## src/rtl/div_unit.sv

```systemverilog
// Multicycle signed restoring divider: quotient to lo_out, remainder to hi_out.
// One quotient bit per clock; handshake is div_control in, div_end pulse out.
//
// state | meaning
// IDLE  | waiting for div_control, operands latched on accept
// LOAD  | record signs, form magnitudes, detect zero divisor
// RUN   | one restoring iteration per clock, WIDTH cycles
// FIX   | apply signs and publish quotient/remainder
// DONE  | last busy cycle; div_end pulses on the following cycle
module div_unit #(
   parameter int WIDTH = 32
) (
   input  logic             clk,
   input  logic             reset,
   input  logic [WIDTH-1:0] a_in,
   input  logic [WIDTH-1:0] b_in,
   input  logic             div_control,
   output logic [WIDTH-1:0] hi_out,
   output logic [WIDTH-1:0] lo_out,
   output logic             div_end,
   output logic             div_zero,
   output logic             busy
);

   localparam int CW = (WIDTH > 2) ? $clog2(WIDTH) : 1;

   typedef enum logic [2:0] {IDLE, LOAD, RUN, FIX, DONE} state_t;

   state_t           state;
   logic [WIDTH-1:0] a_reg;
   logic [WIDTH-1:0] b_reg;
   logic [WIDTH-1:0] rem;
   logic [WIDTH-1:0] quo;
   logic [WIDTH-1:0] dvs;
   logic [CW-1:0]    cnt;
   logic             sign_q;
   logic             sign_r;

   // Trial subtraction carries one guard bit so its sign falls out of the MSB.
   logic [WIDTH:0]   shifted;
   logic [WIDTH+1:0] diff;

   always_comb begin
      shifted = {rem, quo[WIDTH-1]};
      diff    = {1'b0, shifted} - {2'b00, dvs};
   end

   always_ff @(posedge clk or negedge reset) begin
      if (!reset) begin
         state    <= IDLE;
         a_reg    <= '0;
         b_reg    <= '0;
         rem      <= '0;
         quo      <= '0;
         dvs      <= '0;
         cnt      <= '0;
         sign_q   <= 1'b0;
         sign_r   <= 1'b0;
         hi_out   <= '0;
         lo_out   <= '0;
         div_end  <= 1'b0;
         div_zero <= 1'b0;
         busy     <= 1'b0;
      end else begin
         div_end <= 1'b0;
         case (state)
            IDLE: begin
               if (div_control) begin
                  a_reg <= a_in;
                  b_reg <= b_in;
                  busy  <= 1'b1;
                  state <= LOAD;
               end else begin
                  busy <= 1'b0;
               end
            end
            LOAD: begin
               sign_q <= a_reg[WIDTH-1] ^ b_reg[WIDTH-1];
               sign_r <= a_reg[WIDTH-1];
               quo    <= a_reg[WIDTH-1] ? -a_reg : a_reg;
               dvs    <= b_reg[WIDTH-1] ? -b_reg : b_reg;
               rem    <= '0;
               cnt    <= CW'(WIDTH - 1);
               if (b_reg == '0) begin
                  div_zero <= 1'b1;
                  state    <= DONE;
               end else begin
                  div_zero <= 1'b0;
                  state    <= RUN;
               end
            end
            RUN: begin
               if (!diff[WIDTH+1]) begin
                  rem <= diff[WIDTH-1:0];
                  quo <= {quo[WIDTH-2:0], 1'b1};
               end else begin
                  rem <= shifted[WIDTH-1:0];
                  quo <= {quo[WIDTH-2:0], 1'b0};
               end
               if (cnt == '0) state <= FIX;
               else           cnt   <= cnt - 1'b1;
            end
            FIX: begin
               lo_out <= sign_q ? -quo : quo;
               hi_out <= sign_r ? -rem : rem;
               state  <= DONE;
            end
            DONE: begin
               div_end <= 1'b1;
               state   <= IDLE;
            end
            default: state <= IDLE;
         endcase
      end
   end

endmodule

```

## config.mk

```make
export PLATFORM = sky130hd
export DESIGN_NAME = div_unit
export DESIGN_NICKNAME = d
export VERILOG_FILES = /design/src/rtl/div_unit.sv
export SDC_FILE = /design/constraint.sdc
export NUM_CORES = 1
export LEC_CHECK = 0
export ABC_AREA = 1
export ABC_CLOCK_PERIOD_IN_PS = 1800
export CORE_MARGIN = 1
export CORE_UTILIZATION = 25
export DETAILED_ROUTE_END_ITERATION = 10
export SYNTH_ARGS = -nofsm -noshare
export SYNTH_HDL_FRONTEND = slang
export SYNTH_SLANG_ARGS = --single-unit
```

## constraint.sdc

```tcl
create_clock -name clk -period 1.8 [get_ports clk]
set_input_delay 0.36 -clock clk [delete_from_list [all_inputs] [get_ports clk]]
set_output_delay 0.36 -clock clk [all_outputs]
set_load 0.05 [all_outputs]
```

---- Yosys cells after proc, flatten, opt, wreduce, memory -nomap -nowiden ----
Cells that the tools add are included.
word-level totals
  output and inout port bits .............. 67
  logic and storage cells ................. 52
  flip-flop bits (word level) ............. 237
  bits of input ports ..................... 67
cells by class
  bitwise operators ....................... 1
  reduce and logical (&&, ||, !) cells .... 7
  muxes and demuxes ....................... 17
  eq/ne operators ......................... 7
  add/subtract/negate cells ............... 6
operator list
  kind                                                                   number
  32-bit 2-to-1 mux                                                      5
  32-bit negation                                                        4
  32-bit one-hot mux with 2 select lines                                 2
  33-bit by 32-bit subtractor with 34-bit output                         1
  32-bit logical NOT                                                     1
  3-bit one-hot mux with 4 select lines                                  1
  5-bit one-hot mux with 2 select lines                                  1
  3-bit 2-to-1 mux                                                       3
  3-bit by 2-bit equality test with 1-bit output, second input constant  2
  2-bit != test, second input constant                                   3
  2-bit AND reduction                                                    3
  5-bit logical NOT                                                      1
  5-bit 2-to-1 mux                                                       1
  5-bit by 1-bit subtractor with 5-bit output, second input constant     1
  1-bit 2-to-1 mux                                                       4
  3-bit by 1-bit equality test with 1-bit output, second input constant  1
  3-bit equality test, second input constant                             1
  3-bit logical NOT                                                      1
  2-bit nonzero test                                                     1
  1-bit bitwise XOR                                                      1

---- Logic depth before layout (Yosys ltp) ----
Gate-level depths: netlist of the first run.
  word-level depth ........................ 3
  mapped depth ............................ 16
  depth with buffers taken out ............ 16

---- Worst setup path before layout of the first run ----
Ideal clock, no wire load.
  kind .................................... flip-flop to flip-flop
  from .................................... reg quo[31]
  to ...................................... reg rem[28]
  arrival time ............................ 1.860 ns
  cell stages (with the launch flop) ...... 17
  data required time ...................... 1.684 ns
  buffers on the path ..................... 0
  slack ................................... -0.176 ns
  library setup time ...................... 0.116 ns
  period minus slack after synthesis ...... 1.976 ns
  path through ............................ dfrtp_1 inv_1 ha_1 inv_1 fa_1 nand2_1 nand2_1 nand3_1 nand2_1 nand2_1 nand2_1 nand2_1 nand2_1 nand2_1 nand3_2 nand2_1 nand2_1
between the ends
  word-level cells in the longest chain between the ends .. 3
RTL lines
  element                                         RTL line  source
  start: declaration                              33        logic [WIDTH-1:0] quo;
  start signal: assignment                        80        quo <= a_reg[WIDTH-1] ? -a_reg : a_reg;
  start signal: assignment                        95        quo <= {quo[WIDTH-2:0], 1'b1};
  start signal: assignment                        98        quo <= {quo[WIDTH-2:0], 1'b0};
  33-bit by 32-bit subtractor with 34-bit output  45        diff = {1'b0, shifted} - {2'b00, dvs};
  32-bit 2-to-1 mux                               93        if (!diff[WIDTH+1]) begin
  32-bit one-hot mux with 2 select lines          66        case (state)
  end signal: assignment                          94        rem <= diff[WIDTH-1:0];
  end signal: assignment                          97        rem <= shifted[WIDTH-1:0];
  end: declaration                                32        logic [WIDTH-1:0] rem;
No other way between the ends.
A chain may end at the register's enable or synchronous reset.

---- Worst setup path in the final report of the first run ----
  from .................................... reg rem[25]
  to ...................................... reg rem[28]
between the ends
  word-level cells in the longest chain between the ends .. 3
RTL lines
  element                                         RTL line
  33-bit by 32-bit subtractor with 34-bit output  45
  32-bit 2-to-1 mux                               93
  32-bit one-hot mux with 2 select lines          66
No other way between the ends.

==> out/qor.yml, run 1 <==
detailed_routing:
  wl_per_cell_um: 14.49
  finalWirelength_mm: 49.96
  first_iter_violations: 950
  drc: 0
  wl_met2_mm: 22.22
  vias: 15350
  detail-route-antenna-nets: 0
  dr.pass1.iters: 7
  wl_met3_mm: 2.062
  top_layer: "met5"
  m1WireLength_mm: 24.68
  routed_via_density: 4.454
yosys:
  avgSynthCellArea_um2: 6.792
  synth_compound_area_share_pct: 9.942
  ys_warn_count: 0
  seq_area_frac_synth_pct: 38.47
  ys_seq_elements: 237
  synthXorXnorAreaFrac_pct: 3.920
  yosysTopAreaCellShare_pct: 38.47
  synth_top_family_by_area: "simple AND/OR/NAND/NOR gates"
  synth.distinct_cells: 44
  synth_edf_count: 0
  syn_inst: 2270
  ys_async_sr_fraction_pct: 100.0
  syn_area_mm2: 0.01542
  syn_nets: 2376
  synth_simple_gate_area_share_pct: 34.13
  synthMuxAreaShare_pct: 0.3652
  synth-main-ff-cell: "dfrtp_1"
  yosys.area.top_type: "dfrtp_1"
  post_synth_main_area_contributors: "dfrtp_1 38%, nand2_1 17%, inv_1 7.7%"
  synth-adder-area-share_pct: 3.214
sta:
  worstMarginPinSlew_ns: 0.6604
  drv_slew: 0
  clock_skew_ns: 0.02754
  finalSetupViolations: 56
  fin_ws_ns: -0.2394
  min_period_ns: 2.039
  fin_crit_sh_pct: 113.3
  fmax_mhz: 490.3
  hold_violations: 0
  rsz0062_at_grt: "true"
  relSlewSlack_pct: 55.92
  finalSetupTns_ns: -8.167
global_route:
  grt_pass1_vias: 14830
  grt_pass1_wl_mm: 80.72
  antenna_found_initial: 1
  grt.overflow.total: 0
  grt_max_degree: 72
  grt_use_total_pct: 15.91
final_layout:
  area_delta_synth_final_pct: 43.86
  nets: 2749
  final_cell_mix: "608 x nand2_1, 311 x buf_4, 281 x inv_1"
  stdcell_area_mm2: 0.02218
  drive_gt1_share_pct: 28.57
  final_common_cell: "nand2_1"
  final-instance-count-excl-fill: 3447
clock_tree:
  cts_num_sinks: 237
  cts_tree: "yes"
  insertion_delay_ns: 0.58
  clock_tree.buffer_depth: 3
  clkSlewWorstSetupHoldPaths_ns: 0.07
  htree_num_levels: 1
  cts_buffers: 27
  clockRootBuffer: "clkbuf_16"
power_and_ir_drop:
  netSwitchingPower_mw: 24.34
  clkPwrFrac_pct: 11.9
  intPower_mw: 24.89
  pwr-share-seq_pct: 20.5
  pwr-share-comb_pct: 67.7
  ir_worst_vdd_mv: 0.8639
  swShare_pct: 49.44
  leakage_nw: 10.92
  cellPowerDensity_mw_per_mm2: 2219
floorplanning:
  num_io_pins: 134
  dieWidth_um: 250.3
  die_area_mm2: 0.06267
  die_h_um: 250.3
  core_mm2: 0.06070
  start_util_pct: 25.40
  core.rowCount: 90
job:
  drv_cap: 0
worst_setup_path:
  crit_slowest_cell: "dfrtp_2"
  critPathLaunchType: "flop"
  critPathRequiredTime_ns: 2.25
  crit_type: "flop to flop"
  rrSetupSlack_ns: -0.24
  critical_path.cell_chain: "ha_4 > a21oi_4 > nor2_2 > o21ai_2 > nand3_2 > nor2_4 > nand2_8 > buf_6 > nand2_8 > nand2_1 > nand2_2 > nand2_1"
  worstPathArrival_ns: 2.49
  slowest_delay_ns: 0.46
  crit_fanout: 6
  end_kind: "flop"
placement:
  dp_hpwl_mm: 38.94
  dp.cells: 3359
  portBuffers: 133
  place_area_mm2: 0.01969
  gp_congestion: 0.8987
run_status:
  status: "finished, violations left"
  violations: "negative setup slack"
worst_hold_path:
  min_path_type: "primary input to async pin"
[worst max-delay path: cells and delay by family, from the launching register on]
kind                       cells  cell delay, ns
AOI/OAI and AO/OA              2            0.30
adders and majority gates      1            0.25
buffers and inverters          1            0.16
DFF                            1            0.46
and+or+nand+nor                8            0.75
[power by group through the flow]
stage	Clock (mW)	Combinational (mW)	Sequential (mW)
2_1_floorplan	0	16.8	11.9
6_report	5.85	33.3	10.1
4_1_cts	6.03	31.2	9.95
5_1_grt	6.21	36.9	10.4
3_5_place_dp	0	29.5	10.0
3_3_place_gp	0	29.4	9.94
[area by class of cell]
| class | instances | area [um2] |
|---|---|---|
| clock inverter | 12 | 162.7 |
| fill | 6336 | 38520 |
| clock buffer | 38 | 777.0 |
| sequential | 237 | 5962 |
| timing repair buffer | 418 | 3608 |
| antenna | 1 | 2.502 |
| inverter | 322 | 1221 |
| tap | 782 | 978.4 |
| multi-input combinational | 1637 | 9468 |
[cell families (layout without fill, tap and decap cells)]
logic type,after synthesis,after routing
flops,237,237
fa+ha+maj,39,39
compound gates,272,272
other cells,0,1
simple gates,1251,1252
buf+inv,397,790
xor+xnor,69,69
mux,5,5
[timing repair]
action | 4_1_cts | 5_1_grt
resized for setup | 129 | 246
cloned | 2 | 0
buffers inserted | 20 | 21
hold buffers | 1 | 0
pin swaps | 36 | 101
endpoints found under the setup margin | 69 | 112
hold endpoints to repair | 163 | 0
[metrics by stage]
stage | utilization (%) | total power, mW | hold slack, ns | setup slack, ns
3_5_place_dp | 32.44 | 39.55 | 0.2291 | -0.3307
4_1_cts | 35.03 | 47.18 | 0.2201 | -0.2047
3_3_place_gp | 32.44 | 39.32 | 0.2257 | -0.3363
2_1_floorplan | - | 28.68 | 0.06441 | -0.04785
6_report | 36.54 | 49.22 | 0.2353 | -0.2394
5_1_grt | 36.54 | 53.44 | 0.2390 | -0.3361
[worst paths after layout]
path                              end      from  cells past startpoint
max in group asynchronous  hi_out[27]     reset                      4
min in group clk            b_reg[16]  b_in[16]                      3
max reg2reg                   rem[28]   rem[25]                     12
min                         a_reg[19]     reset                      2
max                           rem[28]   rem[25]                     12
min reg2reg                  state[0]  state[2]                      1
[synthesized netlist by cell type (all sizes together), types with 10 or more instances]
| master | instances |
|---|---|
| o221ai | 10 |
| a21oi | 98 |
| nand4 | 27 |
| nand2 | 714 |
| o31ai | 11 |
| buf | 34 |
| xor2 | 55 |
| ha | 38 |
| o21ai | 106 |
| o22ai | 18 |
| inv | 322 |
| o21bai | 11 |
| nor2 | 251 |
| xnor2 | 14 |
| nand3 | 207 |
| dfrtp | 237 |
| nor3 | 25 |
| clkbuf | 41 |
[metal layers]
| layer | up-vias | global-route usage, % |
|---|---|---|
| met5 | - | 0 |
| met4 | 2 | 3.734 |
| met3 | 56 | 1.995 |
| met2 | 285 | 25.34 |
| met1 | 7042 | 22.76 |
| li1 | 7968 | - |
No activity file was read; power rests on OpenSTA's default activity.
==> run 2: changes to the inputs <==
--- a/config.mk
+++ b/config.mk
@@ -10,6 +10,7 @@
 export CORE_MARGIN = 1
 export CORE_UTILIZATION = 25
 export DETAILED_ROUTE_END_ITERATION = 10
+export SKIP_LAST_GASP = 1
 export SYNTH_ARGS = -nofsm -noshare
 export SYNTH_HDL_FRONTEND = slang
 export SYNTH_SLANG_ARGS = --single-unit
==> constraint.sdc (replaced) <==
create_clock -name clk -period 1.8 [get_ports clk]
set_input_delay 0.36 -clock clk [delete_from_list [all_inputs] [get_ports clk]]
set_output_delay 0.36 -clock clk [all_outputs]
set_load 0.02 [all_outputs]
==> run 2 against run 1 <==
- the flow still finishes with violations (negative setup slack)
- routed wire length up 1.7%
- combinational power down 2%
- hold slack better by 0.033 ns
- global-route usage down 0.21 points
- worst setup slack worse by 0.013 ns
- cell count up 0.35%
- largest power group unchanged
- non-clock buffer count up 10
- sequential cell count unchanged
- die area unchanged
- via count about the same
- register-to-register slack about the same
- fmax down 0.62%
==> out/qor.yml, run 2 (synthesis results as in run 1) <==
detailed_routing:
  routed_via_density: 4.442  # -0.26%
  finalWirelength_mm: 50.80  # +1.7%
  dr.pass1.iters: 5  # -2
  drc: 0  # unchanged
  first_iter_violations: 936  # -1.5%
  vias: 15370  # +0.085%
  detail-route-antenna-nets: 0  # unchanged
  wl_per_cell_um: 14.69  # +1.3%
worst_setup_path:
  worstPathArrival_ns: 2.50  # about the same
  rrSetupSlack_ns: -0.25  # about the same
  crit_type: "flop to flop"
  crit_top_cell: "nand2_1"
  crit_fanout: 7  # +1
  critPathRequiredTime_ns: 2.25  # about the same
  critPathLaunchType: "flop"
  end_kind: "flop"
  slowest_delay_ns: 0.45  # about the same
  critical_path.cell_chain: "ha_4 > a21oi_2 > nor2_2 > o21ai_2 > nand3_2 > nor2_4 > nand2_8 > buf_12 > nand2_4 > nand2_1 > nand2_1 > nand2_1"
  crit_slowest_cell: "dfrtp_2"
  rr_worst_depth: 12  # unchanged
clock_tree:
  clockRootBuffer: "clkbuf_16"
  insertion_delay_ns: 0.57  # about the same
  cts_num_sinks: 237  # unchanged
  clock_tree.buffer_depth: 3  # unchanged
  cts_tree: "yes"
  clkSlewWorstSetupHoldPaths_ns: 0.06  # about the same
  htree_num_levels: 1  # unchanged
  cts_buffers: 28  # +3.7%
floorplanning:
  start_util_pct: 25.40  # unchanged
  num_io_pins: 134  # unchanged
  dieWidth_um: 250.3  # unchanged
  core_mm2: 0.06070  # unchanged
  core.rowCount: 90  # unchanged
  die_area_mm2: 0.06267  # unchanged
  die_h_um: 250.3  # unchanged
sta:
  finalSetupTns_ns: -8.117  # +0.05033 ns
  hold_violations: 0  # unchanged
  rsz0062_at_grt: "true"
  fin_ws_ns: -0.2522  # -0.01278 ns
  worstMarginPinSlew_ns: 0.6386  # -0.02183 ns
  fmax_mhz: 487.3  # -0.62%
  relSlewSlack_pct: 57.38  # +1.5 points
  clock_skew_ns: 0.008935  # -0.01860 ns
  finalSetupViolations: 54  # -3.6%
  min_period_ns: 2.052  # +0.01278 ns
  drv_slew: 0  # unchanged
  hold_ws_ns: 0.2683  # +0.03298 ns
  fin_crit_sh_pct: 114.0  # +0.71 points
job:
  drv_cap: 0  # unchanged
final_layout:
  area_delta_synth_final_pct: 45.51
  stdcell_area_mm2: 0.02243  # +1.1%
  final_common_cell: "nand2_1"
  nets: 2760  # +0.40%
  drive_gt1_share_pct: 26.68  # -1.9 points
  utilization_pct: 36.96  # +0.42 points
  final_cell_mix: "604 x nand2_1, 274 x inv_1, 257 x buf_4"
  fill_cells: 6283  # -0.84%
power_and_ir_drop:
  cellPowerDensity_mw_per_mm2: 2161  # -2.6%
  leakage_nw: 11.07  # +1.4%
  pwr-share-seq_pct: 20.7  # +0.2 points
  ir_worst_vdd_mv: 0.9746  # +13%
  clkPwrFrac_pct: 12.3  # +0.4 points
  swShare_pct: 47.82  # -1.6 points
  intPower_mw: 25.30  # +1.6%
  netSwitchingPower_mw: 23.19  # -4.7%
  pwr-share-comb_pct: 67.1  # -0.6 points
placement:
  gp_congestion: 0.9322  # +3.7%
  portBuffers: 133  # unchanged
  dp_hpwl_mm: 38.82  # -0.32%
  place_area_mm2: 0.01987  # +0.92%
global_route:
  grt_use_total_pct: 15.70  # -0.21 points
  grt_pass1_vias: 14430  # -2.7%
  grt.overflow.total: 0  # unchanged
  grt_pass1_wl_mm: 79.72  # -1.2%
  antenna_found_initial: 0  # -1
  grt_max_degree: 67  # -6.9%
worst_hold_path:
  min_path_type: "primary input to async pin"
run_status:
  status: "finished, violations left"
  violations: "negative setup slack"
==> run 2: cell types whose count changed in the layout (fill, tap and decap cells not counted), sizes merged <==
| cell | change |
|---|---|
| dlygate4sd2 | +67 |
| buf | -58 |
| clkinvlp | +3 |
| clkinv | +2 |
| inv | -2 |
==> run 2: path summary, 6_finish.rpt <==
check	to	start
worst max-delay path	rem[30]	rem[25]
worst min-delay path	a_reg[2]	reset
worst max register to register	rem[30]	rem[25]
worst min register to register	state[0]	state[2]
max in group asynchronous	rem[18]	reset
min in group clk	b_reg[20]	b_in[20]
==> run 2: final cells by class <==
type                    instances  area [um2]  share of cell area, %
flip-flops and latches        237        5961                  26.57
diodes                          1       2.502                0.01115
clock inverters                15       178.9                 0.7975
well taps                     782       978.4                  4.361
inverters                     322        1219                  5.432
clock buffers                  37       794.5                  3.542
repair buffers                428        3795                  16.92
multi-input cells            1637        9505                  42.37
==> run 2: what timing repair did <==
action | in CTS | in global routing
cloned | 3 | 1
pin swaps | 43 | 127
hold buffers | 1 | 0
hold endpoints to repair | 40 | 0
endpoints found under the setup margin | 131 | 103
resized for setup | 187 | 254
setup buffers | 25 | 21
==> run 2: critical path, delay by kind of cell, from the launching register on <==
family | cells | cell delay, ns
simple gates | 8 | 0.72
flops | 1 | 0.45
compound gates | 2 | 0.34
fa+ha+maj | 1 | 0.24
buf+inv | 1 | 0.17
==> run 2: power by group through the flow <==
stage                     logic, mW  registers, mW  clock network [mW]
after floorplan                16.8           10.3                   0
after global placement         28.1           9.91                   0
after detailed placement       28.3           9.97                   0
after CTS                      29.6           9.91                6.11
after global routing           35.9           10.3                6.31
final                          32.5           10.0                5.96
==> run 2: per-layer routing <==
metal | vias to the layer above | track usage, % | wire length, um
met2 | 292 | 24.53 | 22920
met3 | 66 | 2.058 | 2274
met1 | 7028 | 22.71 | 24550
li1 | 7980 | - | -
met4 | 0 | 3.909 | 1050
met5 | - | 0 | 0
==> run 2: through the flow <==
stage	power [mW]	std cells	setup WS, ns
floorplan	27.14	2270	-0.04785
global placement	38.05	3359	-0.3956
detailed placement	38.28	3359	-0.3730
CTS	45.66	3439	-0.2104
global route	52.58	3458	-0.3725
finish	48.48	3459	-0.2522
